==> src/rtl/bopit_pkg.sv <==
// Shared definitions for the Bopit game datapath: FSM encoding and display constants.
package bopit_pkg;

    typedef enum logic {
        ST_IDLE = 1'b0,
        ST_RUN  = 1'b1
    } state_t;

    localparam logic [7:0]  ROUND_TICKS_DEFAULT = 8'd10;
    localparam int unsigned BCD_W               = 4;
    localparam int unsigned BCD_MAX             = 999;

endpackage

==> src/rtl/bin2bcd.sv <==
// Combinational double-dabble: binary value to three BCD digits, saturating at 999.
module bin2bcd
    import bopit_pkg::*;
#(
    parameter int unsigned WIDTH = 8
) (
    input  logic [WIDTH-1:0] bin,
    output logic [BCD_W-1:0] hund_c,
    output logic [BCD_W-1:0] tens_c,
    output logic [BCD_W-1:0] ones_c
);

    localparam int unsigned ACC_W = 3 * BCD_W;

    logic             sat;
    logic [ACC_W-1:0] acc;

    // Only widths that can exceed 999 need a saturation compare.
    generate
        if (WIDTH >= 10) begin : g_sat
            assign sat = (bin > WIDTH'(BCD_MAX));
        end else begin : g_nosat
            assign sat = 1'b0;
        end
    endgenerate

    always_comb begin
        acc = '0;
        for (int i = int'(WIDTH) - 1; i >= 0; i--) begin
            for (int d = 0; d < 3; d++) begin
                if (acc[d*BCD_W +: BCD_W] >= BCD_W'(5))
                    acc[d*BCD_W +: BCD_W] = acc[d*BCD_W +: BCD_W] + BCD_W'(3);
            end
            acc = {acc[ACC_W-2:0], bin[i]};
        end
    end

    assign hund_c = sat ? BCD_W'(9) : acc[2*BCD_W +: BCD_W];
    assign tens_c = sat ? BCD_W'(9) : acc[1*BCD_W +: BCD_W];
    assign ones_c = sat ? BCD_W'(9) : acc[0*BCD_W +: BCD_W];

endmodule

==> src/rtl/round_timer.sv <==
// Per-round response timer: counts down on synchronised tick edges, reports hit or timeout,
// and presents the remaining time in binary and registered BCD.
module round_timer
    import bopit_pkg::*;
#(
    parameter int unsigned WIDTH       = 8,
    parameter int unsigned SYNC_STAGES = 2
) (
    input  logic             clk,
    input  logic             reset,
    input  logic             tick_in,
    input  logic             start,
    input  logic             hit,
    input  logic [WIDTH-1:0] load_val,
    output logic [WIDTH-1:0] time_left,
    output logic             running,
    output logic             timeout,
    output logic             hit_ok,
    output logic [BCD_W-1:0] bcd_hund,
    output logic [BCD_W-1:0] bcd_tens,
    output logic [BCD_W-1:0] bcd_ones
);

    localparam int unsigned SYNC_N = (SYNC_STAGES < 2) ? 2 : SYNC_STAGES;

    logic [SYNC_N-1:0] sync_q;
    logic              tick_prev;
    logic              tick_rise;

    state_t            state_q, state_d;
    logic [WIDTH-1:0]  time_left_d;
    logic              running_d;
    logic              timeout_d;
    logic              hit_ok_d;

    logic [BCD_W-1:0]  hund_c, tens_c, ones_c;

    // Edge register runs in every state so no stale edge survives into a new round.
    always_ff @(posedge clk or posedge reset) begin
        if (reset) begin
            sync_q    <= '0;
            tick_prev <= 1'b0;
        end else begin
            sync_q    <= {sync_q[SYNC_N-2:0], tick_in};
            tick_prev <= sync_q[SYNC_N-1];
        end
    end

    assign tick_rise = sync_q[SYNC_N-1] & ~tick_prev;

    always_ff @(posedge clk or posedge reset) begin
        if (reset) begin
            state_q   <= ST_IDLE;
            time_left <= '0;
            running   <= 1'b0;
            timeout   <= 1'b0;
            hit_ok    <= 1'b0;
        end else begin
            state_q   <= state_d;
            time_left <= time_left_d;
            running   <= running_d;
            timeout   <= timeout_d;
            hit_ok    <= hit_ok_d;
        end
    end

    // Round control: start beats hit, hit beats tick, a zero load expires without a tick.
    always_comb begin
        state_d     = state_q;
        time_left_d = time_left;
        running_d   = running;
        timeout_d   = 1'b0;
        hit_ok_d    = 1'b0;
        case (state_q)
            ST_IDLE: begin
                if (start) begin
                    time_left_d = load_val;
                    running_d   = 1'b1;
                    state_d     = ST_RUN;
                end
            end
            ST_RUN: begin
                if (start) begin
                    time_left_d = load_val;
                end else if (hit) begin
                    hit_ok_d  = 1'b1;
                    running_d = 1'b0;
                    state_d   = ST_IDLE;
                end else if (time_left == '0) begin
                    timeout_d = 1'b1;
                    running_d = 1'b0;
                    state_d   = ST_IDLE;
                end else if (tick_rise) begin
                    if (time_left == WIDTH'(1)) begin
                        time_left_d = '0;
                        timeout_d   = 1'b1;
                        running_d   = 1'b0;
                        state_d     = ST_IDLE;
                    end else begin
                        time_left_d = time_left - WIDTH'(1);
                    end
                end
            end
            default: begin
                state_d   = ST_IDLE;
                running_d = 1'b0;
            end
        endcase
    end

    bin2bcd #(
        .WIDTH (WIDTH)
    ) u_bin2bcd (
        .bin    (time_left),
        .hund_c (hund_c),
        .tens_c (tens_c),
        .ones_c (ones_c)
    );

    always_ff @(posedge clk or posedge reset) begin
        if (reset) begin
            bcd_hund <= '0;
            bcd_tens <= '0;
            bcd_ones <= '0;
        end else begin
            bcd_hund <= hund_c;
            bcd_tens <= tens_c;
            bcd_ones <= ones_c;
        end
    end

endmodule

==> config.mk <==
export PLATFORM = sky130hd
export DESIGN_NAME = round_timer
export DESIGN_NICKNAME = d
export VERILOG_FILES = /design/src/rtl/bopit_pkg.sv /design/src/rtl/bin2bcd.sv /design/src/rtl/round_timer.sv
export SDC_FILE = /design/constraint.sdc
export NUM_CORES = 1
export LEC_CHECK = 0
export ABC_AREA = 1
export CORE_MARGIN = 1.5
export CORE_UTILIZATION = 45
export DETAILED_ROUTE_END_ITERATION = 16
export PLACE_DENSITY = 0.68
export SYNTH_ARGS = -nofsm -noshare
export SYNTH_HDL_FRONTEND = slang
export SYNTH_SLANG_ARGS = --single-unit
==> constraint.sdc <==
create_clock -name clk -period 6.5 [get_ports clk]
set_input_delay 1.625 -clock clk [delete_from_list [all_inputs] [get_ports clk]]
set_output_delay 1.625 -clock clk [all_outputs]
set_load 0.02 [all_outputs]
==> reports/metrics.csv <==
metric,value,unit
status,"finished, final reports clean",
Total Routed Length,3560,um
Max stage delay on crit path,440,ps
GP Congestion,0.852,
worst relative slew slack,0.368,
CTS-repair resized insts,0,
asr flop ratio synth,1.00,
Synth-to-Final Area Change,21.2,%
RSZ-0062 raised after global routing,no,
hold_ws,362,ps
worst skew pair latency,260,ps
post-route ant nets,0,
Sw Pwr,604,uW
critical path required time,6660,ps
Post-synth top cells,"nand2_1 (60), inv_1 (33), dfrtp_1 (25)",
RR Startpoint,time_left[6]$_DFFE_PP0P_,
iteration-0 DRC count of the detailed router,76,
Max VDD drop,0.000222,V
layout cells sized above 1,0.178,
most common cell in the netlist,nand2_1,
# port buffers,33,
clock skew,2.34,ps
Syn Inst Count,244,
"Seq/Total Area, Yosys",0.333,
Leak,1.19,nW
row count,23,
distinct cell type count of the synthesized netlist,32,
most frequent CP cell,nand2_1,
I/O pin cnt,36,
worst path arrival time,4000,ps
CTS buffer count,3,
"top cells by area, synth","dfrtp_1 (33%), nand2_1 (12%), ha_1 (7.3%)",
Sequential Power Share,0.200,
top-area cell type share of the netlist area,0.333,
Max Root-Sink Buffers,2,
register bit total from synthesis,25,
Pins Over Slew Limit,0,
H-tree Lvls,1,
antenna cells,0,
clk root buf,clkbuf_8,
crit start category,flip-flop,
CP max FO,5,
Core ar.,4000,um^2
crit path kind,reg2reg,
dpl cells,322,
Initial Utilization,0.470,
Via density,4.81,
Worst Setup End Kind,flip-flop,
mapped cell area,1880,um^2
first-pass GRT wire length,6070,um
"slowest stage cell, crit path",dfrtp_1,
switching part of the total power,0.514,
CP Launch Point,time_left[6]$_DFFE_PP0P_,
synth warn,0,
grt total ovfl,0,
Worst-Margin Slew,947,ps
WL/cell,10.9,um
First-pass DRT Iterations,4,
Worst Hold Class,reg2reg,
HPWL Detailed,2770,um
f_max,0.261,GHz
worst hold start,sync_q[0]$_DFF_PP0_,
Nets,301,
Post-CTS Setup Inserts,0,
setup TNS,0,ps
Tmin final,3840,ps
part of the power in the clock network,0.077,
hold_buf cts,0,
initial antenna violation count,0,
GRT Total Usage,0.170,
Main synth FF type,dfrtp_1,
Final setup viols,0,
largest net degree at the start of global routing,26,
Post-Layout Cell Count,326,
vias in the first global route,1440,
DR DRC count,0,
CTS tree,yes,
Die H,67.6,um
cell taking the most area after synthesis,dfrtp_1,
die footprint,4570,um^2
Hold Fails Final Rpt,0,
"Reg clk slew, reported paths",80,ps
vias,1567,
Syn Area/Cell,7.70,um^2
fin crit share,0.590,
Comb pwr share,0.724,
Pint,570,uW
Die X,67.6,um
Power Density,516,nW/um^2
maxcap violations,0,
clock sinks,25,
"EDFF count, synth",0,
==> registers in the layout, summed over array words and instances (netlist names) <==
| register | flops |
|---|---|
| time_left | 8 |
| bcd_ones | 4 |
| bcd_tens | 4 |
| bcd_hund | 2 |
| sync_q | 2 |
| hit_ok | 1 |
| running | 1 |
| state_q | 1 |
| tick_prev | 1 |
| timeout | 1 |
==> worst max-delay path, delay by kind of cell (launching register included) <==
family / cells / cell delay (ps)
AOI/OAI and AO/OA: 1 / 140
adders and majority gates: 4 / 770
buffers and inverters: 6 / 440
DFF: 1 / 440
and+or+nand+nor: 21 / 1940
==> per-stage QoR <==
step | setup slack, ps | total power, mW | utilization | instance area, um^2
floorplan | 2910 | 0.914 | - | 1880
global placement | 2800 | 1.08 | 0.558 | 2230
detailed placement | 2710 | 1.09 | 0.558 | 2230
CTS | 2690 | 1.18 | 0.569 | 2280
global route | 2270 | 1.31 | 0.569 | 2280
finish | 2660 | 1.17 | 0.569 | 2280
==> placed cells by master (no fill, tap or decap), drive strengths merged <==
cell,synthesis,final
o31ai,2,2
a22oi,2,2
clkdlybuf4s50,0,33
xnor2,1,1
clkbuf,3,4
nor2,11,11
nor4,1,1
xor2,4,4
o211ai,1,1
nand2,87,87
inv,39,39
o21ai,9,9
dfrtp,25,25
conb,1,2
or2,1,1
nand3,27,27
ha,11,11
o2111ai,1,1
a221oi,2,2
a21oi,9,9
nor3,4,4
==> worst paths after layout <==
kind | endpoint | slack [ps] | cells after the start
setup / recovery | bcd_tens[1]$_DFF_PP0_ | 2660 | 32
hold / removal | sync_q[1]$_DFF_PP0_ | 360 | 0
setup reg to reg | bcd_tens[1]$_DFF_PP0_ | 2660 | 32
hold reg to reg | sync_q[1]$_DFF_PP0_ | 360 | 0
max in group asynchronous | sync_q[0]$_DFF_PP0_ | 4060 | 2
min in group asynchronous | bcd_ones[3]$_DFF_PP0_ | 1870 | 2
==> cells by family after synthesis <==
family                   Yosys count  share of synthesized area
buffers and inverters             45                      0.101
AND/OR/NAND/NOR                  131                      0.373
other                              1                    0.00200
XOR/XNOR                           5                     0.0273
flip-flops                        25                      0.333
AO/OA/AOI/OAI                     26                     0.0899
adder cells (fa/ha/maj)           11                     0.0733
==> cell type report <==
class                           count  area (um^2)
Tap cell                           50         62.6
Clock buffer                        4         45.0
Inverter                           39          146
Multi-Input combinational cell    175         1070
Sequential cell                    25          626
Timing Repair Buffer               33          330
Fill cell                         396         1720
==> layer usage <==
metal / vias to the layer above / share of wire / track usage
li1: 833 / - / -
met1: 701 / 0.52 / 0.232
met2: 31 / 0.43 / 0.283
met3: 2 / 0.033 / 0.0117
met4: 0 / 0.0090 / 0.0612
met5: - / 0 / 0
==> power by group through the flow <==
stage	clock (mW)	combinational (mW)	sequential [mW]
2_1_floorplan	0	0.633	0.281
3_3_place_gp	0	0.842	0.237
3_5_place_dp	0	0.853	0.238
4_1_cts	0.0921	0.857	0.235
5_1_grt	0.101	0.965	0.241
6_report	0.0901	0.850	0.234
(Power assumes the default switching activity.)
